<file path="src/rtl/seg_scan_driver_if.sv">
`default_nettype none
// ============================================================================
// Module   : seg_scan_driver_if
// Brief    : Load/blank and display-output bundle for seg_scan_driver.
// Revision : 1.0 - initial release
// ============================================================================
interface seg_scan_driver_if #(
    parameter int DIGITS = 4
);
    logic                  load;
    logic [4*DIGITS-1:0]   value;
    logic [DIGITS-1:0]     dp_in;
    logic                  blank;
    logic [6:0]            seg;
    logic                  dp;
    logic [DIGITS-1:0]     digit_en;
    logic                  frame_done;

    modport master (
        output load, value, dp_in, blank,
        input  seg, dp, digit_en, frame_done
    );

    modport slave (
        input  load, value, dp_in, blank,
        output seg, dp, digit_en, frame_done
    );
endinterface
`default_nettype wire

</file>
<file path="src/rtl/seg_scan_driver.sv">
`default_nettype none
// ============================================================================
// Module   : seg_scan_driver
// Brief    : Multiplexed 7-segment scanner with tear-free frame-aligned load.
//            Optional build macro SEG_LZ_BLANK_EN enables leading-zero blanking.
// Revision : 1.0 - initial release
// ============================================================================
module seg_scan_driver #(
    parameter int DIGITS  = 4,
    parameter int CLK_DIV = 50000
) (
    input  wire logic           clk,
    input  wire logic           rst_n,
    seg_scan_driver_if.slave    bus
);
    localparam int c_PW = $clog2(CLK_DIV);
    localparam int c_IW = (DIGITS > 1) ? $clog2(DIGITS) : 1;

    logic [c_PW-1:0]       r_presc;
    logic [c_IW-1:0]       r_idx;
    logic [4*DIGITS-1:0]   r_pend_val;
    logic [DIGITS-1:0]     r_pend_dp;
    logic                  r_pend_flag;
    logic [4*DIGITS-1:0]   r_disp_val;
    logic [DIGITS-1:0]     r_disp_dp;
    logic [6:0]            r_seg;
    logic                  r_dp;
    logic [DIGITS-1:0]     r_digit_en;

    logic                  w_tick;
    logic                  w_idx_last;
    logic                  w_wrap;
    logic [3:0]            w_nib;
    logic                  w_dpsel;
    logic                  w_suppress;
    logic [6:0]            w_seg_dec;

    assign w_tick     = (r_presc == c_PW'(CLK_DIV - 1));
    assign w_idx_last = (r_idx == c_IW'(DIGITS - 1));
    assign w_wrap     = w_tick && w_idx_last;

    function automatic logic [6:0] hex_to_seg(input logic [3:0] nib);
        logic [6:0] s;
        case (nib)
            4'h0: s = 7'b1111110;
            4'h1: s = 7'b0110000;
            4'h2: s = 7'b1101101;
            4'h3: s = 7'b1111001;
            4'h4: s = 7'b0110011;
            4'h5: s = 7'b1011011;
            4'h6: s = 7'b1011111;
            4'h7: s = 7'b1110000;
            4'h8: s = 7'b1111111;
            4'h9: s = 7'b1111011;
            4'hA: s = 7'b1110111;
            4'hB: s = 7'b0011111;
            4'hC: s = 7'b1001110;
            4'hD: s = 7'b0111101;
            4'hE: s = 7'b1001111;
            default: s = 7'b1000111;
        endcase
        return s;
    endfunction

    always_comb begin
        w_nib   = 4'h0;
        w_dpsel = 1'b0;
        for (int k = 0; k < DIGITS; k++) begin
            if (r_idx == c_IW'(k)) begin
                w_nib   = r_disp_val[4*k +: 4];
                w_dpsel = r_disp_dp[k];
            end
        end
    end

`ifdef SEG_LZ_BLANK_EN
    logic w_zero_run;

    // Walk from the most significant digit down; a digit is dark while every
    // nibble at or above it is zero. Digit 0 is never part of the walk.
    always_comb begin
        w_zero_run = 1'b1;
        w_suppress = 1'b0;
        for (int k = DIGITS - 1; k >= 1; k--) begin
            w_zero_run = w_zero_run & (r_disp_val[4*k +: 4] == 4'h0);
            if (r_idx == c_IW'(k)) begin
                w_suppress = w_zero_run;
            end
        end
    end
`else
    assign w_suppress = 1'b0;
`endif

    assign w_seg_dec = w_suppress ? 7'b0000000 : hex_to_seg(w_nib);

    always_ff @(posedge clk) begin
        if (!rst_n) begin
            r_presc     <= '0;
            r_idx       <= '0;
            r_pend_val  <= '0;
            r_pend_dp   <= '0;
            r_pend_flag <= 1'b0;
            r_disp_val  <= '0;
            r_disp_dp   <= '0;
            r_seg       <= '0;
            r_dp        <= 1'b0;
            r_digit_en  <= '0;
        end else begin
            r_presc <= w_tick ? '0 : r_presc + 1'b1;
            if (w_tick) begin
                r_idx <= w_idx_last ? '0 : r_idx + 1'b1;
            end

            // Display only changes at the frame boundary; commit uses the
            // pending contents from before this edge.
            if (w_wrap && r_pend_flag) begin
                r_disp_val <= r_pend_val;
                r_disp_dp  <= r_pend_dp;
            end

            if (bus.load) begin
                r_pend_val  <= bus.value;
                r_pend_dp   <= bus.dp_in;
                r_pend_flag <= 1'b1;
            end else if (w_wrap) begin
                r_pend_flag <= 1'b0;
            end

            if (bus.blank) begin
                r_seg      <= '0;
                r_dp       <= 1'b0;
                r_digit_en <= '0;
            end else begin
                r_seg      <= w_seg_dec;
                r_dp       <= w_dpsel;
                r_digit_en <= DIGITS'(1) << r_idx;
            end
        end
    end

    assign bus.seg        = r_seg;
    assign bus.dp         = r_dp;
    assign bus.digit_en   = r_digit_en;
    assign bus.frame_done = w_wrap;
endmodule
`default_nettype wire

</file>
<file path="src/flat_wrapper.sv">
// flat-port wrapper written by rule: the top's interface ports become plain ports
module seg_scan_driver_flat 
#(
    parameter int DIGITS  = 4,
    parameter int CLK_DIV = 50000
)
  (clk, rst_n, bus_load, bus_value, bus_dp_in, bus_blank, bus_seg, bus_dp, bus_digit_en, bus_frame_done);
  seg_scan_driver_if #(.DIGITS(DIGITS)) bus_i ();
  input  wire logic clk;
  input  wire logic rst_n;
  input wire logic [$bits(bus_i.load)-1:0] bus_load;
  input wire logic [$bits(bus_i.value)-1:0] bus_value;
  input wire logic [$bits(bus_i.dp_in)-1:0] bus_dp_in;
  input wire logic [$bits(bus_i.blank)-1:0] bus_blank;
  output wire logic [$bits(bus_i.seg)-1:0] bus_seg;
  output wire logic [$bits(bus_i.dp)-1:0] bus_dp;
  output wire logic [$bits(bus_i.digit_en)-1:0] bus_digit_en;
  output wire logic [$bits(bus_i.frame_done)-1:0] bus_frame_done;
  assign bus_i.load = bus_load;
  assign bus_i.value = bus_value;
  assign bus_i.dp_in = bus_dp_in;
  assign bus_i.blank = bus_blank;
  assign bus_seg = bus_i.seg;
  assign bus_dp = bus_i.dp;
  assign bus_digit_en = bus_i.digit_en;
  assign bus_frame_done = bus_i.frame_done;
  seg_scan_driver #(.DIGITS(DIGITS), .CLK_DIV(CLK_DIV)) u_core (.clk(clk), .rst_n(rst_n), .bus(bus_i));
endmodule
</file>
<file path="config.mk">
export PLATFORM = sky130hd
export DESIGN_NAME = seg_scan_driver_flat
export DESIGN_NICKNAME = d
export VERILOG_FILES = /design/src/rtl/seg_scan_driver_if.sv /design/src/rtl/seg_scan_driver.sv /design/src/flat_wrapper.sv
export SDC_FILE = /design/constraint.sdc
export NUM_CORES = 1
export LEC_CHECK = 0
export CAP_MARGIN = 5
export CORE_ASPECT_RATIO = 1.1
export CORE_UTILIZATION = 45
export DETAILED_ROUTE_END_ITERATION = 8
export GPL_ROUTABILITY_DRIVEN = 0
export PLACE_DENSITY_LB_ADDON = 0.12
export RECOVER_POWER = 25
export SLEW_MARGIN = 20
export SYNTH_ARGS = -nofsm -noshare
export SYNTH_HDL_FRONTEND = slang
export SYNTH_SLANG_ARGS = --single-unit
export TNS_END_PERCENT = 5
</file>
<file path="constraint.sdc">
create_clock -name clk -period 2.7 [get_ports clk]
set_clock_uncertainty 0.2 [all_clocks]
set_input_delay 0.27 -clock clk [delete_from_list [all_inputs] [get_ports clk]]
set_output_delay 0.27 -clock clk [all_outputs]
set_load 0.1 [all_outputs]
</file>
==> impl_metrics.yaml <==
synth:
  yosys.area_share.adder_pct: 4.72
  syn_avg_cell_area_um2: 9.42
  synthSimpleGateAreaFrac_pct: 23.1
  synth_compound_area_share_pct: 12.5
  ys_ff_latch: 71
  synth_top_family_by_area: "simple AND/OR/NAND/NOR gates"
  syn-num-nets: 374
  ys_seq_area_share_pct: 44.6
  synthFlopType: "dfxtp_1"
  synthMuxAreaShare_pct: 6.92
  async_flop_share_pct: 0
  synthXorXnorAreaFrac_pct: 3.85
  synth_cell_types: 46
  synthCells: 338
  yosys_warnings: 0
  synth_edf_count: 0
  netlist_area_um2: 3180
power:
  irDropWorstVdd_mv: 0.296
  power.static_leakage_nw: 1.48
  power_density_nw_per_um2: 613
setup_path:
  worstPathRequired_ps: 2730
  arrival_ps: 2530
  cp_slowest_cell: "dfxtp_1"
  path_buf_inv: 2
  critPathKind: "reg -> reg"
  critPathTopFamily: "compound AO/OA/AOI/OAI gates"
  worstPathMaxFanout: 10
  path_cells: "inv_1 > ha_1 > a21oi_1 > o21ai_0 > a22o_1 > inv_1 > ha_1 > and3b_1 > o21a_1"
  cpPeakStageDelay_ps: 470
  cp-start-kind: "flip-flop"
  cp-end-kind: "flip-flop"
detailed_routing:
  drc: 0
  drtAntennaViolNets: 0
  routed_wl_um: 5830
  avgRoutedWirePerCell_um: 12.7
  initialDrtViolationCount: 57
  dr.pass1.iters: 4
  vias: 2315
  vias_per_cell: 5.03
layout:
  layout_common_cells: "dfxtp_1 (71), nand2_1 (56), nor2b_1 (26)"
  drive_above_1_share_pct: 12.4
  fin_cells: 460
  final_common_cell: "dfxtp_1"
  nNetsFinal: 409
  num_antenna_cells: 0
  areaGrowthSynthToFinish_pct: 20.1
clock_network:
  h-tree-depth: 3
  clock_latency_ps: 340
  post_cts_buffers: 0
  cts_resized: 0
  cts_sinks: 71
  numCtsBuffers: 9
  path_clk_slew_ps: 80
  root_buffer: "clkbuf_8"
  cts_tree: "done"
  ctsHoldBuffers: 0
  clock_path_buffers: 2
grt:
  gr-total-overflow: 0
  track_usage_pct: 17.5
  antenna_found_initial: 0
  grt.busiest_layer: "met2"
  use_met3_pct: 4.77
  met1_usage_pct: 23.2
  grt_pass1_vias: 2201
  grt_pass1_wl_um: 10000
  grt_max_degree: 46
  use_met2_pct: 26.6
run_status:
  outcome: "finished, final reports clean"
die:
  rows: 31
  die_y_um: 90.2
  die_area_um2: 7420
  die_w_um: 82.2
  start_util_pct: 47.5
  io_pins: 37
  core_um2: 6710
min_path:
  hp-class: "reg -> reg"
timing:
  timing.fmax_ghz: 0.400
  hold_viol_final: 0
  finalCritPeriodShare_pct: 92.6
  worst_pin_slew_ps: 1470
  period_minus_slack_ps: 2500
  tns_ps: 0
  slew_headroom_pct: 1.67
  drv_slew: 0
  rsz0062_at_grt: "no"
  setup_viol: 0
place:
  dpl.cell_count: 444
  io_buffers: 36
  hpwl_um: 4060
job:
  cap_violations: 0
[cell type report]
cell class | instances | area (um2)
clock buffer | 11 | 131
multi-input combinational | 241 | 1630
tap | 82 | 103
inverter | 8 | 30.0
sequential | 71 | 1420
fill | 652 | 2890
clock inverter | 5 | 129
timing repair buffer | 42 | 382
[logic make-up (layout without fill, tap and decap cells)]
family / Yosys count / after routing
buf+inv: 26 / 66
mux: 22 / 22
flops: 71 / 71
compound gates: 51 / 51
simple gates: 142 / 142
xor+xnor: 14 / 14
fa+ha+maj: 12 / 12
[per-layer routing]
layer	part of all wire (%)	wire, um
met2	46	2700
met3	3.9	227
met1	49	2840
met5	0	0
met4	1.2	68
[worst register-to-register path, stage by stage (launching register included)]
cell and delay, ps:
dfxtp_1 470, inv_1 100, ha_1 330, a21oi_1 160, o21ai_0 100, a22o_1 280, inv_1 150, ha_1 240
and3b_1 200, o21a_1 160
[metrics by stage]
stage / total power, mW / hold slack (ps) / setup slack, ps / util [%] / instance area (um2)
floorplan: 1.22 / 230 / 259 / - / 3190
global placement: 1.27 / 240 / 372 / 53.2 / 3570
detailed placement: 1.27 / 243 / 221 / 53.2 / 3570
CTS: 2.37 / 258 / 207 / 57.0 / 3830
global route: 2.43 / 286 / 34.9 / 57.0 / 3820
finish: 2.34 / 253 / 199 / 57.0 / 3820
[path summary, 6_finish.rpt]
| check | startpoint | endpoint | slack (ps) | depth (start not counted) |
|---|---|---|---|---|
| worst max-delay path | u_core.r_idx[0] | u_core.bus.seg[6] | 200 | 9 |
| worst min-delay path | u_core.r_pend_val[14] | u_core.r_disp_val[14] | 250 | 2 |
| worst max register to register | u_core.r_idx[0] | u_core.bus.seg[6] | 200 | 9 |
| worst min register to register | u_core.r_pend_val[14] | u_core.r_disp_val[14] | 250 | 2 |
[Yosys cell counts (2+ instances only)]
cell type | number | area [um2]
nor2_1 | 23 | 86.3
xnor2_1 | 7 | 61.3
clkbuf_1 | 7 | 26.3
nor2b_1 | 26 | 163
nand2_1 | 56 | 210
dfxtp_1 | 71 | 1420
o211ai_1 | 2 | 15.0
nor3_1 | 7 | 35.0
a21boi_1 | 20 | 150
nand4_1 | 3 | 18.8
buf_6 | 3 | 33.8
mux2i_1 | 22 | 220
buf_4 | 3 | 22.5
ha_1 | 12 | 150
buf_2 | 5 | 25.0
and3_1 | 5 | 31.3
nand2b_1 | 3 | 18.8
nand3b_1 | 2 | 15.0
and4bb_2 | 2 | 25.0
inv_1 | 8 | 30.0
o21ai_0 | 4 | 20.0
nand3_1 | 5 | 25.0
xor2_1 | 7 | 61.3
and2_1 | 3 | 18.8
o21a_1 | 2 | 15.0
a211oi_2 | 3 | 37.5
o21ai_1 | 2 | 10.0
a21oi_1 | 7 | 35.0
[sequential cells by signal (all words and copies together), names as in the netlist]
name                 count
u_core.r_disp_val       16
u_core.bus.seg           7
u_core.bus.digit_en      4
u_core.r_pend_dp         4
u_core.bus.dp            1
u_core.r_pend_val       16
u_core.r_disp_dp         4
u_core.r_idx             2
u_core.r_presc          16
u_core.r_pend_flag       1
[power breakdown]
group	switching (mW)	internal, mW
combinational	0.0835	0.0726
clock	0.388	0.712
sequential	0.0144	1.07
total	0.486	1.86
Note: power is estimated with default switching activity, not from simulation.
